## src/rtl/dma_pkg.sv

```systemverilog
// Shared constants and helpers for the DMA burst engine.
package dma_pkg;

    // FSM state encodings
    localparam logic [2:0] StIdle  = 3'd0;
    localparam logic [2:0] StLoad  = 3'd1;
    localparam logic [2:0] StRaddr = 3'd2;
    localparam logic [2:0] StRdata = 3'd3;
    localparam logic [2:0] StWaddr = 3'd4;
    localparam logic [2:0] StWdata = 3'd5;
    localparam logic [2:0] StWresp = 3'd6;
    localparam logic [2:0] StDone  = 3'd7;

    // AXI encodings
    localparam logic [1:0] AXI_BURST_INCR = 2'b01;
    localparam logic [2:0] AXI_SIZE_4B    = 3'b010;
    localparam logic [1:0] AXI_RESP_OKAY  = 2'b00;
    localparam logic [3:0] AXI_STRB_ALL   = 4'hF;

    // Legal burst limits: power of two in 2..16 (AXI3 4-bit LEN)
    function automatic bit burst_max_valid(input int unsigned n);
        return (n >= 2) && (n <= 16) && ((n & (n - 1)) == 0);
    endfunction

    // Beats for the next burst: min(remaining, limit)
    function automatic logic [31:0] burst_beats(input logic [31:0] rem,
                                                input logic [31:0] max);
        return (rem < max) ? rem : max;
    endfunction

endpackage

```

## src/rtl/dma_burst_fifo.sv

```systemverilog
// First-word fall-through FIFO holding one read burst until it is written out.
module dma_burst_fifo #(
    parameter int unsigned DEPTH = 16,
    parameter int unsigned WIDTH = 32
) (
    input  logic             clk,
    input  logic             rst,
    input  logic             push,
    input  logic             pop,
    input  logic [WIDTH-1:0] din,
    output logic [WIDTH-1:0] dout,
    output logic             empty,
    output logic             full
);

    localparam int unsigned AW = $clog2(DEPTH);
    typedef logic [AW-1:0] ptr_t;
    typedef logic [AW:0]   cnt_t;

    ptr_t wr_ptr_q, wr_ptr_d;
    ptr_t rd_ptr_q, rd_ptr_d;
    cnt_t count_q, count_d;
    logic [WIDTH-1:0] mem_q [DEPTH];

    // Pointer and occupancy next-state
    always_comb begin
        wr_ptr_d = wr_ptr_q;
        rd_ptr_d = rd_ptr_q;
        count_d  = count_q;
        if (push) wr_ptr_d = wr_ptr_q + ptr_t'(1);
        if (pop)  rd_ptr_d = rd_ptr_q + ptr_t'(1);
        if (push && !pop) count_d = count_q + cnt_t'(1);
        if (pop && !push) count_d = count_q - cnt_t'(1);
    end

    // Pointer state; reset empties the FIFO
    always_ff @(posedge clk or posedge rst) begin
        if (rst) begin
            wr_ptr_q <= '0;
            rd_ptr_q <= '0;
            count_q  <= '0;
        end else begin
            wr_ptr_q <= wr_ptr_d;
            rd_ptr_q <= rd_ptr_d;
            count_q  <= count_d;
        end
    end

    // Storage array, no reset needed since occupancy gates validity
    always_ff @(posedge clk) begin
        if (push) mem_q[wr_ptr_q] <= din;
    end

    assign dout  = mem_q[rd_ptr_q];
    assign empty = (count_q == '0);
    assign full  = (count_q == cnt_t'(DEPTH));

endmodule

```

## src/rtl/dma_burst_engine.sv

```systemverilog
// Single-channel AXI DMA: read a burst into the FIFO, write it back out, repeat.
module dma_burst_engine
    import dma_pkg::*;
#(
    parameter int unsigned BURST_MAX = 16,
    parameter logic [3:0]  AXI_ID    = 4'b0100
) (
    input  logic        clk,
    input  logic        rst,
    input  logic        DMAEN,
    input  logic [31:0] DMASRC,
    input  logic [31:0] DMADST,
    input  logic [31:0] DMALEN,
    output logic        DMA_interrupt,
    output logic        DMA_err,
    output logic        DMA_busy,
    output logic [3:0]  M_ARID,
    output logic [31:0] M_ARADDR,
    output logic [3:0]  M_ARLEN,
    output logic [2:0]  M_ARSIZE,
    output logic [1:0]  M_ARBURST,
    output logic        M_ARVALID,
    input  logic        M_ARREADY,
    input  logic [3:0]  M_RID,
    input  logic [31:0] M_RDATA,
    input  logic [1:0]  M_RRESP,
    input  logic        M_RLAST,
    input  logic        M_RVALID,
    output logic        M_RREADY,
    output logic [3:0]  M_AWID,
    output logic [31:0] M_AWADDR,
    output logic [3:0]  M_AWLEN,
    output logic [2:0]  M_AWSIZE,
    output logic [1:0]  M_AWBURST,
    output logic        M_AWVALID,
    input  logic        M_AWREADY,
    output logic [31:0] M_WDATA,
    output logic [3:0]  M_WSTRB,
    output logic        M_WLAST,
    output logic        M_WVALID,
    input  logic        M_WREADY,
    input  logic [3:0]  M_BID,
    input  logic [1:0]  M_BRESP,
    input  logic        M_BVALID,
    output logic        M_BREADY
);

    if (!burst_max_valid(BURST_MAX)) begin : g_bad_burst_max
        $error("BURST_MAX must be a power of two in 2..16");
    end

    localparam int unsigned BW = $clog2(BURST_MAX) + 1;
    typedef logic [BW-1:0] beats_t;

    logic [2:0]  state_q, state_d;
    logic [31:0] src_q, src_d;
    logic [31:0] dst_q, dst_d;
    logic [31:0] rem_q, rem_d;
    beats_t      beats_q, beats_d;
    beats_t      cnt_q, cnt_d;
    logic        err_q, err_d;
    logic        abort_q, abort_d;

    logic        busy;
    logic        wlast;
    logic [31:0] rem_next;
    logic [31:0] burst_bytes;
    logic        fifo_push, fifo_pop, fifo_empty, fifo_full;
    logic [31:0] fifo_dout;
    logic        unused_ids;

    assign busy        = (state_q != StIdle) && (state_q != StDone);
    assign wlast       = (cnt_q == beats_q - beats_t'(1));
    assign rem_next    = rem_q - 32'(beats_q);
    assign burst_bytes = 32'(beats_q) << 2;
    assign unused_ids  = ^{M_RID, M_BID};

    // Guards are redundant by construction (one burst fits exactly)
    assign fifo_push = (state_q == StRdata) && M_RVALID && !fifo_full;
    assign fifo_pop  = (state_q == StWdata) && M_WREADY && !fifo_empty;

    dma_burst_fifo #(
        .DEPTH (BURST_MAX),
        .WIDTH (32)
    ) u_fifo (
        .clk   (clk),
        .rst   (rst),
        .push  (fifo_push),
        .pop   (fifo_pop),
        .din   (M_RDATA),
        .dout  (fifo_dout),
        .empty (fifo_empty),
        .full  (fifo_full)
    );

    // FSM next-state, address/length bookkeeping and sticky error/abort flags
    always_comb begin
        state_d = state_q;
        src_d   = src_q;
        dst_d   = dst_q;
        rem_d   = rem_q;
        beats_d = beats_q;
        cnt_d   = cnt_q;
        err_d   = err_q;
        abort_d = abort_q | (busy & ~DMAEN);

        case (state_q)
            StIdle: begin
                if (DMAEN) begin
                    state_d = StLoad;
                    src_d   = DMASRC;
                    dst_d   = DMADST;
                    rem_d   = DMALEN;
                end
            end
            StLoad: begin
                // No burst has started yet, so an abort can finish right away
                if (rem_q == 32'd0 || abort_d) begin
                    state_d = StDone;
                end else begin
                    state_d = StRaddr;
                    beats_d = beats_t'(burst_beats(rem_q, 32'(BURST_MAX)));
                end
            end
            StRaddr: begin
                if (M_ARREADY) state_d = StRdata;
            end
            StRdata: begin
                if (M_RVALID) begin
                    if (M_RRESP != AXI_RESP_OKAY) err_d = 1'b1;
                    if (M_RLAST) state_d = StWaddr;
                end
            end
            StWaddr: begin
                if (M_AWREADY) begin
                    state_d = StWdata;
                    cnt_d   = '0;
                end
            end
            StWdata: begin
                if (M_WREADY) begin
                    cnt_d = cnt_q + beats_t'(1);
                    if (wlast) state_d = StWresp;
                end
            end
            StWresp: begin
                if (M_BVALID) begin
                    if (M_BRESP != AXI_RESP_OKAY) err_d = 1'b1;
                    src_d = src_q + burst_bytes;
                    dst_d = dst_q + burst_bytes;
                    rem_d = rem_next;
                    if (rem_next == 32'd0 || err_d || abort_d) begin
                        state_d = StDone;
                    end else begin
                        state_d = StRaddr;
                        beats_d = beats_t'(burst_beats(rem_next, 32'(BURST_MAX)));
                    end
                end
            end
            StDone: begin
                if (!DMAEN) begin
                    state_d = StIdle;
                    err_d   = 1'b0;
                    abort_d = 1'b0;
                end
            end
            default: state_d = StIdle;
        endcase
    end

    // Engine state registers
    always_ff @(posedge clk or posedge rst) begin
        if (rst) begin
            state_q <= StIdle;
            src_q   <= '0;
            dst_q   <= '0;
            rem_q   <= '0;
            beats_q <= '0;
            cnt_q   <= '0;
            err_q   <= 1'b0;
            abort_q <= 1'b0;
        end else begin
            state_q <= state_d;
            src_q   <= src_d;
            dst_q   <= dst_d;
            rem_q   <= rem_d;
            beats_q <= beats_d;
            cnt_q   <= cnt_d;
            err_q   <= err_d;
            abort_q <= abort_d;
        end
    end

    assign DMA_interrupt = (state_q == StDone) && !abort_q;
    assign DMA_err       = (state_q == StDone) && err_q;
    assign DMA_busy      = busy;

    assign M_ARID    = AXI_ID;
    assign M_ARADDR  = src_q;
    assign M_ARLEN   = 4'(beats_q - beats_t'(1));
    assign M_ARSIZE  = AXI_SIZE_4B;
    assign M_ARBURST = AXI_BURST_INCR;
    assign M_ARVALID = (state_q == StRaddr);
    assign M_RREADY  = (state_q == StRdata);

    assign M_AWID    = AXI_ID;
    assign M_AWADDR  = dst_q;
    assign M_AWLEN   = 4'(beats_q - beats_t'(1));
    assign M_AWSIZE  = AXI_SIZE_4B;
    assign M_AWBURST = AXI_BURST_INCR;
    assign M_AWVALID = (state_q == StWaddr);

    assign M_WDATA   = fifo_dout;
    assign M_WSTRB   = AXI_STRB_ALL;
    assign M_WLAST   = (state_q == StWdata) && wlast;
    assign M_WVALID  = (state_q == StWdata);
    assign M_BREADY  = (state_q == StWresp);

endmodule
```

## config.mk

```make
export PLATFORM = sky130hd
export DESIGN_NAME = dma_burst_engine
export DESIGN_NICKNAME = d
export VERILOG_FILES = /design/src/rtl/dma_pkg.sv /design/src/rtl/dma_burst_fifo.sv /design/src/rtl/dma_burst_engine.sv
export SDC_FILE = /design/constraint.sdc
export NUM_CORES = 1
export LEC_CHECK = 0
export BUFFER_PORTS_ARGS = -buffer_cell sky130_fd_sc_hd__buf_2
export CORE_MARGIN = 2
export CORE_UTILIZATION = 50
export DETAILED_ROUTE_END_ITERATION = 10
export PLACE_DENSITY_LB_ADDON = 0.3
export SYNTH_ARGS = -nofsm -noshare
export SYNTH_HDL_FRONTEND = slang
export SYNTH_SLANG_ARGS = --single-unit
export TNS_END_PERCENT = 1
```

## constraint.sdc

```tcl
create_clock -name clk -period 7.9 [get_ports clk]
set_input_delay 0.79 -clock clk [delete_from_list [all_inputs] [get_ports clk]]
set_output_delay 0.79 -clock clk [all_outputs]
set_load 0.05 [all_outputs]
```

# Yosys cells after proc, flatten, opt, wreduce, memory -nomap -nowiden
# Memories as Yosys holds them, arrays and structs flattened.
# Cells that the tools add are included.
dict set report totals {
  n_memories 1
  input_bits 149
  ramBits 512
  wordCells 127
  output_inout_bits 135
  regBits 124
}
# memory depth width read_ports rd_ports_with_merged_regs wr line
set memory_table {}
lappend memory_table {u_fifo.mem_q 16 32 1 0 1 dma_burst_fifo.sv:23} ;# logic [WIDTH-1:0] mem_q [DEPTH];
dict set report op_classes {
  n_bitwise 3
  n_mux 44
  magnitude_cmp 2
  add_sub_neg 9
  reduce_logical 35
  eq_ne 22
}
# cell n
set ops {}
lappend ops {{two-way mux 32 bit} 6}
lappend ops {{case mux 32 bit (2 select lines)} 3}
lappend ops {{adder 32 x 7 -> 32 bit} 2}
lappend ops {{zero test 32 bit} 2}
lappend ops {{< comparator 32 x 5 -> 1 bit, second input constant} 2}
lappend ops {{two-way mux 5 bit} 9}
lappend ops {{two-way mux 3 bit} 11}
lappend ops {{subtractor 32 x 5 -> 32 bit} 1}
lappend ops {{case mux 3 bit (8 select lines)} 1}
lappend ops {{case mux 5 bit (2 select lines)} 2}
lappend ops {{inequality test 2 bit, second input constant} 7}
lappend ops {{equality test 3 bit, second input constant} 4}
lappend ops {{nonzero test 2 bit} 6}
lappend ops {{two-way mux 1 bit} 11}
lappend ops {{adder 5 x 1 -> 5 bit, second input constant} 2}
lappend ops {{logical AND 1 bit} 10}
lappend ops {{inequality test 2 x 1 -> 1 bit, second input constant} 5}
lappend ops {{subtractor 5 x 1 -> 5 bit, second input constant} 2}
lappend ops {{AND reduction 9 bit} 1}
lappend ops {{adder 4 x 1 -> 4 bit, second input constant} 2}
lappend ops {{equality test 3 x 2 -> 1 bit, second input constant} 2}
lappend ops {{AND reduction 3 bit} 2}
lappend ops {{nonzero test 3 bit} 2}
lappend ops {{equality test 5 bit} 1}
lappend ops {{other kinds (13)} 19}

# Depth between registers and ports, before layout
dict set report depth {
  depth_word 9
  ltp_mapped 16
  mapped_depth_nobuf 15
}

# Cells and area by module
# Synthesis repeated with hierarchy kept, for this count alone.
dict set report unflattened {
  cells_unflattened 1850
  area_unflattened_um2 27680.3
}
# module area_each_um2 n_inst seq_area_each_um2 cells_per_inst
set modules_own_cells {}
lappend modules_own_cells {dma_burst_fifo 19954.1 1 15700.1 872}
lappend modules_own_cells {dma_burst_engine 7726.2 1 2777.7 978}

# Worst setup path before layout
# Ideal clock, no wire load.
dict set report synth_timing {
  path_type {reg-to-reg}
  start {reg state_q[0]}
  end {mem u_fifo.mem_q[3][0] (enable)}
  setup_time_ns 0.461
  setup_slack_ns 2.910
  n_path_buf 1
  arrival_ns 4.529
  path_stages_with_launch 9
  t_required_ns 7.439
  period_less_slack_ns 4.990
  cell_sequence {dfrtp_1 ha_1 clkbuf_1 inv_1 nor2_1 nand2_1 a21oi_1 nand2_1 nor3_1}
}
dict set report synth_via {
  elab_chain_cells 5
}
# item line
set synth_lines {}
lappend synth_lines {{start, declared} dma_burst_engine.sv:55} ;# logic [2:0] state_q, state_d;
lappend synth_lines {{start signal, assigned} dma_burst_engine.sv:174} ;# state_q <= StIdle;
lappend synth_lines {{start signal, assigned} dma_burst_engine.sv:183} ;# state_q <= state_d;
lappend synth_lines {{equality test 3 x 2 -> 1 bit} n/a}
lappend synth_lines {{net M_RREADY} dma_burst_engine.sv:29} ;# output logic M_RREADY,
lappend synth_lines {{logical AND 1 bit (2 in series)} dma_burst_engine.sv:79} ;# assign fifo_push = (state_q == StRdata) && M_RVALID && !fifo_full;
lappend synth_lines {{two-way mux 1 bit} dma_burst_fifo.sv:51} ;# if (push) mem_q[wr_ptr_q] <= din;
lappend synth_lines {{two-way mux 1 bit (not written as such)} dma_burst_fifo.sv:51}
lappend synth_lines {{end, declared} dma_burst_fifo.sv:23}
# The timed path passes the listed nets, and every way through them passes these cells.

# Worst setup path after layout
dict set report layout_timing {
  start {reg u_fifo.rd_ptr_q[0]}
  end {out M_WDATA[16]}
}
dict set report layout_via {
  elab_chain_cells 1
}
# item line
set layout_lines {}
lappend layout_lines {{start, declared} dma_burst_fifo.sv:21} ;# ptr_t rd_ptr_q, rd_ptr_d;
lappend layout_lines {{start signal, assigned} dma_burst_fifo.sv:44} ;# rd_ptr_q <= rd_ptr_d;
lappend layout_lines {{memory read (16 x 32 bit)} n/a}
lappend layout_lines {{end, declared} dma_burst_engine.sv:37} ;# output logic [31:0] M_WDATA,
# No other way between the ends.

==> results.json <==
{
  "status": "completed",
  "synthSimpleGateAreaFrac": 0.0624,
  "ys_types": 76,
  "post-place-ws_ns": 3.83,
  "die_w_um": 239,
  "synth_top_family_by_area": "multiplexers",
  "tightestPinTransition_ns": 0.964,
  "grt_setup_unrepaired": "no",
  "p_comb_frac": 0.362,
  "grt_usage": 0.236,
  "ys_ff_latch": 636,
  "cts_num_sinks": 636,
  "clockBufferDepth": 3,
  "final_layout_size_suffix_gt1_frac": 0.281,
  "period_needed_ns": 4.47,
  "synth_compound_area_frac": 0.0801,
  "nets": 2206,
  "crit_path_frequent_cell": "mux4_2",
  "root_buffer": "clkbuf_16",
  "gp_congestion": 0.904,
  "p_leak_nw": 11.1,
  "clkPwrFrac": 0.264,
  "final_util": 0.581,
  "max_cap_violations": 0,
  "layout_common_cells": "edfxtp_1 (512), buf_2 (253), mux4_2 (160)",
  "cts_tree": "built",
  "initial_core_util": 0.503,
  "ctsHtreeMaxLevel": 3,
  "cts_inserted_buffers": 69,
  "synth_fa_ha_area_frac": 0.0165,
  "start_kind": "flip-flop",
  "cts_hold_buf": 0,
  "core_area_um2": 54900,
  "io_pins": 284,
  "synth_ff_type": "edfxtp_1",
  "critPathArrivalTime_ns": 3.68,
  "clock_skew_ns": 0.0274,
  "synthCells": 1767,
  "ys_warn_count": 0,
  "min_path_type": "in -> async",
  "yosysSeqAreaShare": 0.670,
  "period_share": 0.566,
  "grt_max_degree": 90,
  "syn-cell-area_um2": 27600,
  "p_int_w": 0.00740,
  "powerDensity_nw_per_um2": 376,
  "final.setup.tns_ns": 0,
  "ant_nets": 0,
  "worst_ep_required_time_ns": 7.11,
  "grt_remaining_overflow": 0,
  "cts_setup_buffers": 0,
  "synth-async-reset-ratio": 0.195,
  "grt_pass1_vias": 16438,
  "cp_max_fo": 45,
  "layout_commonest_cell": "edfxtp_1",
  "dpl.hpwl_um": 40200,
  "multi_input_area_um2": 8590,
  "synthMuxAreaShare": 0.135,
  "clkSlewWorstSetupHoldPaths_ns": 0.06,
  "first_pass_iters": 7,
  "setup_viol": 0,
  "synth_edf_count": 512,
  "drtIter0Drc": 1680,
  "wl_um": 67400,
  "swShare": 0.382,
  "avgViaCountPerCell": 6.10,
  "slew_viol_final": 0,
  "antenna_found_initial": 12,
  "drc_errors": 0,
  "max_stage_delay_ns": 0.84,
  "vias": 16994,
  "fp.dieH_um": 239,
  "synth_xor_area_frac": 0.00889,
  "power_switching_w": 0.00457,
  "critPathCaptureType": "output pin",
  "max_slew_margin": 0.357,
  "die_area_um2": 57100,
  "seqCellArea_um2": 18500,
  "grt_pass1_wl_um": 100000,
  "num_rows": 86,
  "fmax_mhz": 224,
  "peakVddDrop_v": 0.000305,
  "p_seq_frac": 0.374,
  "critPathSlowestCell": "dfrtp_4",
  "syn2layout_area_growth_pct": 15.5,
  "worstPathCellList": "buf_4 > mux4_2 > mux4_2 > buf_2",
  "io_buffers": 253,
  "r2r_cells": 10,
  "synth_area_per_cell_um2": 15.6,
  "path_class": "reg -> out",
  "cts_resized": 0,
  "setup_ws_ns": 3.43,
  "clock_latency_ns": 0.60,
  "fill_cells": 4143,
  "routedWlPerCell_um": 24.2,
  "final_hold_viol_count": 0
}
==> area by class of cell <==
| type | count | area share |
|---|---|---|
| inverters | 43 | 0.00522 |
| clock inverters | 37 | 0.0124 |
| flip-flops and latches | 636 | 0.580 |
| clock buffers | 84 | 0.0566 |
| well taps | 704 | 0.0276 |
| multi-input cells | 986 | 0.269 |
| repair buffers | 287 | 0.0477 |
| diodes | 10 | 0.000785 |
==> cell usage after synthesis (7+ instances only) <==
cell        n  area (um2)
a31oi_1    10        62.6
nand2_1   135         507
clkbuf_1   74         278
xnor2_1    19         166
buf_1      18        67.6
nor3_1     23         115
ha_1       30         375
a21oi_1   145         726
or4_1      10        75.1
nor2_1     90         338
inv_1      41         154
nor2b_1     9        56.3
edfxtp_1  512       15400
o32ai_1     8        70.1
nand3_1    26         130
dfrtp_1   124        3100
buf_4      26         195
mux4_2    160        3600
o22a_1      7        61.3
o41ai_1     7        61.3
xor2_1      9        78.8
a21o_1      8        60.1
o22ai_1    36         225
nor4_1     16         100
nand4_1     8        50.1
or3_1      13        81.3
and3_1      8        50.1
o21ai_0    75         375
nand2b_1    9        56.3
==> metal layers <==
layer / vias up / wire [um] / GRT usage
met5: - / 44 / 0
met4: 6 / 1890 / 0.0813
met3: 132 / 4600 / 0.0485
met2: 689 / 33200 / 0.386
met1: 8702 / 27700 / 0.318
li1: 7465 / - / -
==> state kept, by name, summed over array words and instances (netlist names) <==
register         count
u_fifo.mem_q       512
M_ARADDR            32
M_AWADDR            32
rem_q               32
beats_q              5
cnt_q                5
u_fifo.count_q       5
u_fifo.rd_ptr_q      4
u_fifo.wr_ptr_q      4
state_q              3
abort_q              1
err_q                1
==> through the flow <==
step	instance area, um2	std cells	power, W	hold WS (ns)
2_1_floorplan	27700	1787	0.00777	0.482
3_3_place_gp	29600	2656	0.00877	0.461
3_5_place_dp	29600	2656	0.00886	0.468
4_1_cts	31800	2777	0.0120	0.307
5_1_grt	31900	2786	0.0125	0.345
6_report	31900	2787	0.0120	0.315
==> worst max-delay path: cells and delay by family, from the launching register on <==
family,cells,cell delay [ns]
flops,1,0.84
buf+inv,2,1.06
mux,2,1.15
==> logic make-up (layout without fill, tap and decap cells) <==
group	after synthesis	count (layout)
and+or+nand+nor	366	366
other	2	32
muxes	172	172
adders and majority gates	34	34
AOI/OAI and AO/OA	364	364
DFF	636	636
xor gates and xnor gates	28	28
buffers and inverters	165	451
==> path summary, 6_finish.rpt <==
kind,startpoint,to,slack [ns]
worst max-delay path,u_fifo.rd_ptr_q[0],M_WDATA[16],3.43
worst min-delay path,rst,M_AWADDR[1],0.32
worst max register to register,beats_q[0],beats_q[2],3.77
worst min register to register,M_ARADDR[1],M_ARADDR[1],0.48
max in group asynchronous,rst,u_fifo.rd_ptr_q[1],5.99
min in group clk,DMASRC[1],M_ARADDR[1],0.40
==> power by group through the flow <==
stage | clock network [W] | logic [W] | registers [W]
2_1_floorplan | 0 | 0.00290 | 0.00488
3_3_place_gp | 0 | 0.00426 | 0.00451
3_5_place_dp | 0 | 0.00433 | 0.00453
4_1_cts | 0.00321 | 0.00435 | 0.00447
5_1_grt | 0.00332 | 0.00462 | 0.00454
6_report | 0.00316 | 0.00433 | 0.00448
Power figures use the tool's default switching activity.
